`config.mk`:
```
export PLATFORM = sky130hd
export DESIGN_NAME = i2s_frame_sequencer
export DESIGN_NICKNAME = d
export VERILOG_FILES = /design/src/rtl/i2s_pwm_pkg.sv /design/src/rtl/i2s_frame_sequencer_rx_deser.sv /design/src/rtl/i2s_frame_sequencer.sv
export SDC_FILE = /design/constraint.sdc
export NUM_CORES = 1
export LEC_CHECK = 0
export ABC_AREA = 1
export BUFFER_PORTS_ARGS = -buffer_cell sky130_fd_sc_hd__buf_2
export CAP_MARGIN = 0
export CELL_PAD_IN_SITES_DETAIL_PLACEMENT = 1
export CELL_PAD_IN_SITES_GLOBAL_PLACEMENT = 1
export CORE_AREA = 2 2 162 85
export CTS_CLUSTER_SIZE = 24
export DETAILED_ROUTE_END_ITERATION = 10
export DIE_AREA = 0 0 164 87
export PLACE_DENSITY_LB_ADDON = 0.15
export SLEW_MARGIN = 20
export SYNTH_ARGS = -nofsm -noshare
export SYNTH_HDL_FRONTEND = slang
export SYNTH_HIERARCHICAL = 1
export SYNTH_SLANG_ARGS = --single-unit
export TNS_END_PERCENT = 5
```
`constraint.sdc`:
```
create_clock -name clk -period 3.1 [get_ports clk]
set_clock_uncertainty 0.2 [all_clocks]
set_input_delay 0.62 -clock clk [delete_from_list [all_inputs] [get_ports clk]]
set_output_delay 0.62 -clock clk [all_outputs]
set_load 0.01 [all_outputs]
```
`src/rtl/i2s_pwm_pkg.sv`:
```
// Shared types and helpers for the I2S-to-PWM front end.
// Provides the sequencer state enum, the default sample type and midscale().
package i2s_pwm_pkg;

    localparam int unsigned SAMPLE_W = 16;

    typedef logic signed [SAMPLE_W-1:0] sample_t;

    typedef enum logic [1:0] {
        ST_IDLE,
        ST_SYNC,
        ST_RUN
    } state_e;

    // Offset-binary zero for a duty of the given width.
    function automatic logic [31:0] midscale(int unsigned bits);
        return 32'd1 << (bits - 1);
    endfunction

endpackage

```
`src/rtl/i2s_frame_sequencer_rx_deser.sv`:
```
// I2S receiver: pin synchronizers, SCK rise detect and word deserializer.
// Ports: clk, rst_n, clr (drop partial word), i2s_sck/ws/sd (raw pins),
//        word_done (strobe), word_ch (0=L,1=R), word (left-justified).
module i2s_rx_deser
    import i2s_pwm_pkg::*;
#(
    parameter int unsigned SAMPLE_BITS = SAMPLE_W
) (
    input  logic                   clk,
    input  logic                   rst_n,
    input  logic                   clr,
    input  logic                   i2s_sck,
    input  logic                   i2s_ws,
    input  logic                   i2s_sd,
    output logic                   word_done,
    output logic                   word_ch,
    output logic [SAMPLE_BITS-1:0] word
);

    localparam int unsigned CW = $clog2(SAMPLE_BITS + 1);
    localparam logic [CW-1:0] SB_C = CW'(SAMPLE_BITS);

    logic sck_s1_q, sck_s1_d;
    logic sck_s2_q, sck_s2_d;
    logic sck_s3_q, sck_s3_d;
    logic ws_s1_q, ws_s1_d;
    logic ws_s2_q, ws_s2_d;
    logic sd_s1_q, sd_s1_d;
    logic sd_s2_q, sd_s2_d;
    logic ws_prev_q, ws_prev_d;
    logic [SAMPLE_BITS-1:0] shift_q, shift_d;
    logic [CW-1:0] bit_cnt_q, bit_cnt_d;

    logic rise;
    logic ws_edge;
    logic room;
    logic [SAMPLE_BITS-1:0] shift_nx;
    logic [CW-1:0] cnt_nx;

    always_ff @(posedge clk) begin
        if (!rst_n) begin
            sck_s1_q  <= 1'b0;
            sck_s2_q  <= 1'b0;
            sck_s3_q  <= 1'b0;
            ws_s1_q   <= 1'b0;
            ws_s2_q   <= 1'b0;
            sd_s1_q   <= 1'b0;
            sd_s2_q   <= 1'b0;
            ws_prev_q <= 1'b0;
            shift_q   <= '0;
            bit_cnt_q <= '0;
        end else begin
            sck_s1_q  <= sck_s1_d;
            sck_s2_q  <= sck_s2_d;
            sck_s3_q  <= sck_s3_d;
            ws_s1_q   <= ws_s1_d;
            ws_s2_q   <= ws_s2_d;
            sd_s1_q   <= sd_s1_d;
            sd_s2_q   <= sd_s2_d;
            ws_prev_q <= ws_prev_d;
            shift_q   <= shift_d;
            bit_cnt_q <= bit_cnt_d;
        end
    end

    always_comb begin
        sck_s1_d  = i2s_sck;
        sck_s2_d  = sck_s1_q;
        sck_s3_d  = sck_s2_q;
        ws_s1_d   = i2s_ws;
        ws_s2_d   = ws_s1_q;
        sd_s1_d   = i2s_sd;
        sd_s2_d   = sd_s1_q;
        ws_prev_d = ws_prev_q;
        shift_d   = shift_q;
        bit_cnt_d = bit_cnt_q;

        rise    = sck_s2_q & ~sck_s3_q;
        ws_edge = ws_s2_q ^ ws_prev_q;
        room    = bit_cnt_q < SB_C;

        // Bits past SAMPLE_BITS are dropped: long words keep their top bits.
        shift_nx = room ? {shift_q[SAMPLE_BITS-2:0], sd_s2_q}
                        : shift_q;
        cnt_nx   = room ? bit_cnt_q + CW'(1) : bit_cnt_q;

        // The bit at a WS change is the LSB of the outgoing channel.
        word_done = rise & ws_edge;
        word_ch   = ws_prev_q;
        word      = shift_nx << (SB_C - cnt_nx);

        if (rise) begin
            ws_prev_d = ws_s2_q;
            shift_d   = shift_nx;
            bit_cnt_d = ws_edge ? '0 : cnt_nx;
        end

        if (clr) begin
            shift_d   = '0;
            bit_cnt_d = '0;
        end
    end

endmodule

```
`src/rtl/i2s_frame_sequencer.sv`:
```
// I2S front end: frame lock, L/R mono mix, duty handshake, mute/underrun.
// Ports: clk, rst_n, i2s_sck/ws/sd, duty/duty_valid/duty_ready,
//        mute, overflow (sticky), ovf_clear.
module i2s_frame_sequencer
    import i2s_pwm_pkg::*;
#(
    parameter int unsigned SAMPLE_BITS    = 16,
    parameter int unsigned PWM_BITS       = 8,
    parameter int unsigned TIMEOUT_CYCLES = 4096
) (
    input  logic                clk,
    input  logic                rst_n,
    input  logic                i2s_sck,
    input  logic                i2s_ws,
    input  logic                i2s_sd,
    output logic [PWM_BITS-1:0] duty,
    output logic                duty_valid,
    input  logic                duty_ready,
    output logic                mute,
    output logic                overflow,
    input  logic                ovf_clear
);

    localparam int unsigned TW = $clog2(TIMEOUT_CYCLES + 1);
    localparam logic [TW-1:0] TO_C = TW'(TIMEOUT_CYCLES);
    localparam logic [PWM_BITS-1:0] MID = PWM_BITS'(midscale(PWM_BITS));

    state_e state_q, state_d;
    logic [SAMPLE_BITS-1:0] l_q, l_d;
    logic [PWM_BITS-1:0] duty_q, duty_d;
    logic duty_valid_q, duty_valid_d;
    logic mute_q, mute_d;
    logic overflow_q, overflow_d;
    logic [TW-1:0] tcnt_q, tcnt_d;

    logic word_done;
    logic word_ch;
    logic [SAMPLE_BITS-1:0] word;
    logic word_l;
    logic word_r;
    logic frame;
    logic lock;
    logic timeout;
    logic [TW-1:0] tcnt_nx;
    logic signed [SAMPLE_BITS:0] sum;
    logic signed [SAMPLE_BITS:0] mono;
    logic [PWM_BITS-1:0] mix;

    i2s_rx_deser #(
        .SAMPLE_BITS(SAMPLE_BITS)
    ) u_rx (
        .clk      (clk),
        .rst_n    (rst_n),
        .clr      (timeout),
        .i2s_sck  (i2s_sck),
        .i2s_ws   (i2s_ws),
        .i2s_sd   (i2s_sd),
        .word_done(word_done),
        .word_ch  (word_ch),
        .word     (word)
    );

    always_ff @(posedge clk) begin
        if (!rst_n) begin
            state_q      <= ST_IDLE;
            l_q          <= '0;
            duty_q       <= MID;
            duty_valid_q <= 1'b0;
            mute_q       <= 1'b1;
            overflow_q   <= 1'b0;
            tcnt_q       <= '0;
        end else begin
            state_q      <= state_d;
            l_q          <= l_d;
            duty_q       <= duty_d;
            duty_valid_q <= duty_valid_d;
            mute_q       <= mute_d;
            overflow_q   <= overflow_d;
            tcnt_q       <= tcnt_d;
        end
    end

    always_comb begin
        state_d      = state_q;
        l_d          = l_q;
        duty_d       = duty_q;
        duty_valid_d = duty_valid_q;
        mute_d       = mute_q;
        overflow_d   = overflow_q & ~ovf_clear;

        word_l = word_done & ~word_ch;
        word_r = word_done & word_ch;
        frame  = (state_q == ST_RUN) & word_r;
        lock   = (state_q == ST_SYNC) & word_l;

        if (word_l) begin
            l_d = word;
        end

        // Right word arrives live; left comes from the register.
        sum  = $signed({l_q[SAMPLE_BITS-1], l_q})
             + $signed({word[SAMPLE_BITS-1], word});
        mono = sum >>> 1;
        mix  = PWM_BITS'(mono >>> (SAMPLE_BITS - PWM_BITS)) ^ MID;

        unique case (state_q)
            ST_IDLE: if (word_done) state_d = ST_SYNC;
            ST_SYNC: if (word_l) state_d = ST_RUN;
            ST_RUN:  state_d = ST_RUN;
            default: state_d = ST_IDLE;
        endcase

        if (state_q == ST_IDLE || frame || lock) begin
            tcnt_nx = '0;
        end else if (tcnt_q == TO_C) begin
            tcnt_nx = TO_C;
        end else begin
            tcnt_nx = tcnt_q + TW'(1);
        end
        tcnt_d  = tcnt_nx;
        timeout = (state_q != ST_IDLE) && (tcnt_nx == TO_C);

        if (duty_valid_q && duty_ready) begin
            duty_valid_d = 1'b0;
        end

        // A new frame wins over acceptance in the same cycle.
        if (frame) begin
            duty_d       = mix;
            duty_valid_d = 1'b1;
            mute_d       = 1'b0;
            if (duty_valid_q && !duty_ready) begin
                overflow_d = 1'b1;
            end
        end

        if (timeout) begin
            state_d      = ST_IDLE;
            duty_d       = MID;
            duty_valid_d = 1'b0;
            mute_d       = 1'b1;
            tcnt_d       = '0;
        end
    end

    assign duty       = duty_q;
    assign duty_valid = duty_valid_q;
    assign mute       = mute_q;
    assign overflow   = overflow_q;

endmodule
```
==> flow_summary.toml, run 1 <==
[run_status]
outcome = "finished with violations"
violations = "setup timing"

[placement]
preCtsSetupSlack_ns = -0.354
io_buffers = 17
placedCellCount = 1083
dpl.hpwl_um = 13500
gp_congestion = 0.906

[floorplanning]
dieArea_mm2 = 0.0143
die-height_um = 87
pin_count = 18
core_mm2 = 0.0130
die_width_um = 164
start_util = 0.387
num_rows = 30

[detailed_routing]
drc = 0
wl_per_cell_um = 17.8
routed_wl_um = 19900
viasPerCell = 5.22
ant_nets = 0
drtPass1Iterations = 4
vias = 5818
first_iter_violations = 290

[timing]
clock.fmax_mhz = 299
tightest_slew_ns = 0.731
finalSetupViolCount = 8
fin_ws_ns = -0.242
final_hold_viol_count = 0
slew_viol_final = 0
period_minus_slack_ns = 3.34
slew_headroom = 0.509
period_share = 1.08
rsz0062_at_grt = "true"
holdWs_ns = 0.227

[grt]
gr-total-overflow = 0
antenna_found_initial = 0
grt_pass1_vias = 5881
grt_pass1_wl_um = 30200
grt_max_degree = 30
track_usage = 0.273

[critical_path]
reg2reg_setup_slack_ns = -0.24
crit_arrival_ns = 3.38
max_stage_delay_ns = 0.34
cpMostUsedCell = "nand2_1"
path_cells = "ha_4 -> inv_2 -> nand2_2 -> nand2_4 -> nand2_8 -> nor2_4 -> nand2_2 -> nand2_2 -> nand2_4 -> nand2_8 -> a21oi_4 -> ha_4 -> nand2_2 -> nor2_1 -> nand2_1 -> nand2_1 -> nand2_1 -> nand2_1 -> nand2_1 -> nand3_1 -> nand2_1 -> inv_1 -> nand2_1"
worstPathRequired_ns = 3.13
path_delay_family = "simple AND/OR/NAND/NOR gates"
critPathKind = "reg2reg"
critPathSlowestCell = "dfxtp_2"
worstPathMaxFanout = 7
critPathBufInv = 2
critPathLaunchType = "register"
critical_path.endpoint_type = "register"

[cells_and_area]
areaGrowthSynthToFinish_pct = 37.8
antenna_cells = 0
drive_gt1_frac = 0.307
stdcell_count = 1115
nNetsFinal = 963

[synth]
synth.area.top_cells = "dfxtp_1 28%, nand2_1 22%, nor2_1 7.3%"
synthArstFlopShare = 0
avgSynthCellArea_um2 = 5.97
synth_most_common_cell = "nand2_1"
yosysTopAreaCell = "dfxtp_1"
synth.distinct_cells = 37
ys.warnings.count = 6
ys_seq_area_frac = 0.282
syn_inst = 845
synth_top_cells_by_count = "295 x nand2_1, 98 x nor2_1, 97 x inv_1"
synth_edf_count = 0
netlist_area_mm2 = 0.00504
syn_nets = 874
synth_top_area_frac = 0.282
synth_flop_cell = "dfxtp_1"
yosys_register_bits = 71

[clock_network]
clock-sinks = 71
cts_tree = "done"
cts_hold_buf = 0
insertion_delay_ns = 0.35
htree_levels = 3
cts-root-buf = "clkbuf_16"
clock_path_buffers = 2
numCtsBuffers = 9
cts.reportedPaths.clkPinSlew_ns = 0.07

[pwr]
leakagePower_nw = 3.16
ir_worst_vdd_mv = 0.209
p_total_mw = 2.65
power.density_mw_per_mm2 = 381

[flow_run]
drv_cap = 0

[min_path]
hold_path_class = "reg2reg"
layout by cell type (no fill, tap or decap), types with 17 or more instances in the layout:
cell type / synthesis / layout
dfxtp_1: 71 / 68
o21ai_0: 65 / 48
nor2_2: 15 / 21
a21oi_1: 40 / 20
buf_2: 8 / 17
nand2_1: 295 / 250
buf_4: 1 / 75
nor2_1: 98 / 84
nand3_1: 60 / 48
nand2_4: 4 / 17
nand2_2: 10 / 39
inv_1: 97 / 91
power breakdown:
part / switching, mW / total (mW) / internal [mW]
Combinational: 0.410 / 0.646 / 0.237
Sequential: 0.0292 / 0.973 / 0.944
Clock: 0.462 / 1.03 / 0.567
state kept, by name, indices dropped and copies added (netlist names):
signal          count
l_q                16
u_rx/shift_q       16
tcnt_q             13
duty                8
u_rx/bit_cnt_q      5
state_q             2
duty_valid          1
mute                1
overflow            1
u_rx/sck_s1_q       1
u_rx/sck_s2_q       1
u_rx/sck_s3_q       1
u_rx/sd_s1_q        1
u_rx/sd_s2_q        1
u_rx/word_ch        1
u_rx/ws_s1_q        1
u_rx/ws_s2_q        1
area by class of cell:
class / instances / area (um2)
clock inverter: 6 / 45.0
timing repair buffer: 100 / 773
multi-input combinational: 648 / 3820
clock buffer: 10 / 239
fill: 1715 / 6080
inverter: 103 / 413
sequential: 71 / 1430
timing repair inverter: 1 / 7.51
tap: 176 / 220
metrics by stage:
stage	TNS (ns)	util	area, um2
after floorplan	0	-	5040
after global placement	-1.69	0.440	5730
after detailed placement	-3.54	0.440	5730
after CTS	-0.155	0.492	6400
after global routing	-2.40	0.533	6950
final	-0.682	0.533	6950
metal layers:
layer / routed length, um / part of all wire / GRT usage / vias to the layer above
met4: 199 / 0.010 / 0.0518 / 0
met5: 0 / 0 / 0 / -
met2: 9080 / 0.46 / 0.432 / 113
li1: - / - / - / 2845
met1: 9640 / 0.48 / 0.392 / 2841
met3: 967 / 0.049 / 0.0500 / 19
worst reg2reg max path, stage by stage, from the launching register on:
cell,delay [ns]
dfxtp_2,0.34
ha_4,0.24
inv_2,0.05
nand2_2,0.05
nand2_4,0.09
nand2_8,0.09
nor2_4,0.24
nand2_2,0.11
nand2_2,0.11
nand2_4,0.11
nand2_8,0.16
a21oi_4,0.06
ha_4,0.31
nand2_2,0.09
nor2_1,0.31
nand2_1,0.16
nand2_1,0.10
nand2_1,0.07
nand2_1,0.07
nand2_1,0.06
nand3_1,0.07
nand2_1,0.05
inv_1,0.05
nand2_1,0.04
final timing paths:
path                                   from                        to  cells past startpoint
max          u_rx/bit_cnt_q[0]$_SDFFE_PP0P_      duty[7]$_SDFFE_PP1P_                     23
min                u_rx/sck_s1_q$_SDFF_PN0_  u_rx/sck_s2_q$_SDFF_PN0_                      2
max reg2reg  u_rx/bit_cnt_q[0]$_SDFFE_PP0P_      duty[7]$_SDFFE_PP1P_                     23
min reg2reg        u_rx/sck_s1_q$_SDFF_PN0_  u_rx/sck_s2_q$_SDFF_PN0_                      2
timing repair:
action / 4_1_cts / 5_1_grt
resized for setup: 88 / 113
pin swaps: 26 / 49
buffers inserted: 5 / 8
endpoints found under the setup margin: 22 / 22
cloned: 3 / 0
logic make-up after synthesis:
family | Yosys count | share of synthesized area
adders and majority gates | 22 | 0.0546
muxes | 2 | 0.00447
DFF | 71 | 0.282
AOI/OAI and AO/OA | 113 | 0.116
xor gates and xnor gates | 3 | 0.00521
and+or+nand+nor | 507 | 0.428
buffers and inverters | 127 | 0.109
Note: power is estimated with default switching activity, not from simulation.
==> inputs of run 2 (changes only) <==
--- a/config.mk
+++ b/config.mk
@@ -5,19 +5,18 @@
 export SDC_FILE = /design/constraint.sdc
 export NUM_CORES = 1
 export LEC_CHECK = 0
-export ABC_AREA = 1
 export BUFFER_PORTS_ARGS = -buffer_cell sky130_fd_sc_hd__buf_2
 export CAP_MARGIN = 0
 export CELL_PAD_IN_SITES_DETAIL_PLACEMENT = 1
 export CELL_PAD_IN_SITES_GLOBAL_PLACEMENT = 1
-export CORE_AREA = 2 2 162 85
+export CORE_AREA = 2 2 152 80
 export CTS_CLUSTER_SIZE = 24
 export DETAILED_ROUTE_END_ITERATION = 10
-export DIE_AREA = 0 0 164 87
+export DIE_AREA = 0 0 154 82
 export PLACE_DENSITY_LB_ADDON = 0.15
 export SLEW_MARGIN = 20
 export SYNTH_ARGS = -nofsm -noshare
 export SYNTH_HDL_FRONTEND = slang
 export SYNTH_HIERARCHICAL = 1
 export SYNTH_SLANG_ARGS = --single-unit
-export TNS_END_PERCENT = 5
+export TNS_END_PERCENT = 20
==> flow_summary.toml, run 2 <==
[grt]
grt_pass1_wl_um = 28800
grt_max_degree = 28
grtUsageMet3 = 0.0749
gr-max-usage-layer = "met2"
track_usage = 0.298
met1_usage = 0.392
antenna_found_initial = 0
gr-total-overflow = 0
grt_pass1_vias = 5353
grtUsageMet2 = 0.487

[run_status]
violations = "setup timing"
outcome = "finished with violations"

[timing]
period_share = 1.25
holdWs_ns = 0.238
fin_ws_ns = -0.769
tightest_slew_ns = 0.765
final_hold_viol_count = 0
finalSetupViolCount = 8
period_minus_slack_ns = 3.87
rsz0062_at_grt = "true"
setup_tns_ns = -5.17
slew_viol_final = 0
clock.fmax_mhz = 258
slew_headroom = 0.490

[synth]
synth_most_common_cell = "nand2_1"
synth_top_family_by_area = "simple AND/OR/NAND/NOR gates"
ys_seq_area_frac = 0.298
synth_edf_count = 0
syn_nets = 634
synth.distinct_cells = 72
synthMuxAreaShare = 0.0732
synth_top_cells_by_count = "98 x nand2_1, 71 x dfxtp_1, 70 x nor2_1"
netlist_area_mm2 = 0.00477
synth_fa_ha_area_frac = 0.0577
ys.warnings.count = 6
avgSynthCellArea_um2 = 7.88
synth_top_area_frac = 0.298
synthXorXnorAreaFrac = 0.0367
yosysTopAreaCell = "dfxtp_1"
yosys.area_share.simple = 0.260
synth_flop_cell = "dfxtp_1"
syn_inst = 605
synth-compound-area-share = 0.227
synth.area.top_cells = "dfxtp_1 30%, nand2_1 7.7%, ha_1 5.8%"
yosys_register_bits = 71
synthArstFlopShare = 0

[clock_network]
cts_tree = "done"
clock-sinks = 71
htree_levels = 3
cts-root-buf = "clkbuf_16"
clock_path_buffers = 2
cts.reportedPaths.clkPinSlew_ns = 0.06
numCtsBuffers = 9
insertion_delay_ns = 0.35

[floorplanning]
die-height_um = 82
core_mm2 = 0.0114
pin_count = 18
dieArea_mm2 = 0.0126
die_width_um = 154
num_rows = 28
start_util = 0.419

[pwr]
intPower_mw = 1.71
p_total_mw = 2.37
ir_worst_vdd_mv = 0.237
p_switching_mw = 0.663
clock_power_share = 0.466
leakagePower_nw = 2.50
combinationalPowerShare = 0.140
seqPwrFrac = 0.395
p_sw_frac = 0.279
power.density_mw_per_mm2 = 360

[detailed_routing]
drtPass1Iterations = 4
viasPerCell = 5.90
first_iter_violations = 287
drc = 0
ant_nets = 0
wl_per_cell_um = 21.2
vias = 5161
routed_wl_um = 18600

[placement]
preCtsSetupSlack_ns = -0.991
gp_congestion = 0.900
io_buffers = 17
dpl.hpwl_um = 12400
placedCellCount = 847
place_area_mm2 = 0.00574

[cells_and_area]
areaGrowthSynthToFinish_pct = 38.2
nNetsFinal = 749
mostFrequentLayoutCell = "buf_4"
final_cell_mix = "116 x buf_4, 95 x nand2_1, 68 x dfxtp_1"
final_cell_area_mm2 = 0.00659
fin_util = 0.579
drive_gt1_frac = 0.357
fillers = 1317
reg.largest.list = "l_q: 16 flops, u_rx/shift_q: 16 flops, tcnt_q: 13 flops"
antenna_cells = 0
stdcell_count = 875

[critical_path]
r2r_end = "duty[7]$_SDFFE_PP1P_"
worstPathRequired_ns = 3.14
critPathLaunchType = "register"
reg2reg_from = "u_rx/bit_cnt_q[0]$_SDFFE_PP0P_"
cpMostUsedCell = "buf_4"
critPathSlowestCell = "or3_4"
ff2ff_path_depth = 16
max_stage_delay_ns = 0.44
crit_arrival_ns = 3.91
critPathKind = "reg2reg"
critPathLaunch = "u_rx/bit_cnt_q[0]$_SDFFE_PP0P_"
reg2reg_setup_slack_ns = -0.77
path_cells = "ha_4 -> nor2b_4 -> or3_4 -> and2_4 -> nor4_4 -> nor4b_4 -> buf_4 -> buf_4 -> o22ai_2 -> ha_1 -> inv_1 -> o211ai_1 -> a21oi_1 -> o21ai_1 -> and3_1 -> a221o_2"
critical_path.endpoint_type = "register"
worstPathMaxFanout = 4

[flow_run]
drv_cap = 0

[min_path]
hold_path_depth = 1
holdPathEnd = "u_rx/sck_s2_q$_SDFF_PN0_"
hold_path_class = "reg2reg"
min_from = "u_rx/sck_s1_q$_SDFF_PN0_"
[run 2: cells by family after synthesis]
| group | count (synthesis) |
|---|---|
| and+or+nand+nor | 263 |
| AOI/OAI and AO/OA | 151 |
| DFF | 71 |
| buffers and inverters | 46 |
| muxes | 32 |
| adders and majority gates | 22 |
| xor gates and xnor gates | 20 |
[run 2: power by group through the flow]
stage / Sequential (mW) / Combinational [mW] / Clock [mW]
5_1_grt: 0.937 / 0.360 / 1.15
3_3_place_gp: 0.955 / 0.276 / 0
4_1_cts: 0.936 / 0.317 / 1.11
2_1_floorplan: 0.955 / 0.194 / 0
6_report: 0.936 / 0.331 / 1.10
3_5_place_dp: 0.957 / 0.289 / 0
[run 2: critical path, delay by kind of cell (launching register included)]
kind	cells	cell delay (ns)
adders and majority gates	2	0.53
AOI/OAI and AO/OA	5	0.86
DFF	1	0.35
and+or+nand+nor	6	1.41
buffers and inverters	3	0.40
[run 2: cell type report]
type                    count  area [um2]  area share
clock buffers              10         239      0.0363
multi-input cells         488        3590       0.545
well taps                 150         188      0.0285
repair buffers            138        1030       0.156
clock inverters             6        67.6      0.0103
flip-flops and latches     71        1430       0.217
inverters                  12        45.0     0.00683
[run 2: worst max-delay path by stage]
stage                                      end  slack, ns  cells after the start
after global routing      duty[7]$_SDFFE_PP1P_      -0.87                     17
after detailed placement  duty[2]$_SDFFE_PP0P_      -0.99                     16
after floorplan           duty[4]$_SDFFE_PP0P_      -0.59                     14
final                     duty[7]$_SDFFE_PP1P_      -0.77                     16
after global placement    duty[2]$_SDFFE_PP0P_      -0.88                     16
after CTS                 duty[4]$_SDFFE_PP0P_      -0.60                     13
[run 2: per-layer routing]
metal / vias up / part of all wire / wire length, um
met2: 151 / 0.45 / 8350
met4: 0 / 0.020 / 363
li1: 2379 / - / -
met3: 35 / 0.054 / 995
met1: 2596 / 0.48 / 8850
met5: - / 0 / 0
[run 2: timing repair]
action / in CTS / in global routing
gates cloned: 0 / 0
hold buffers: 0 / 0
endpoints found under the setup margin: 8 / 8
pin swaps: 24 / 3
buffers inserted: 10 / 2
gates resized for setup: 77 / 12
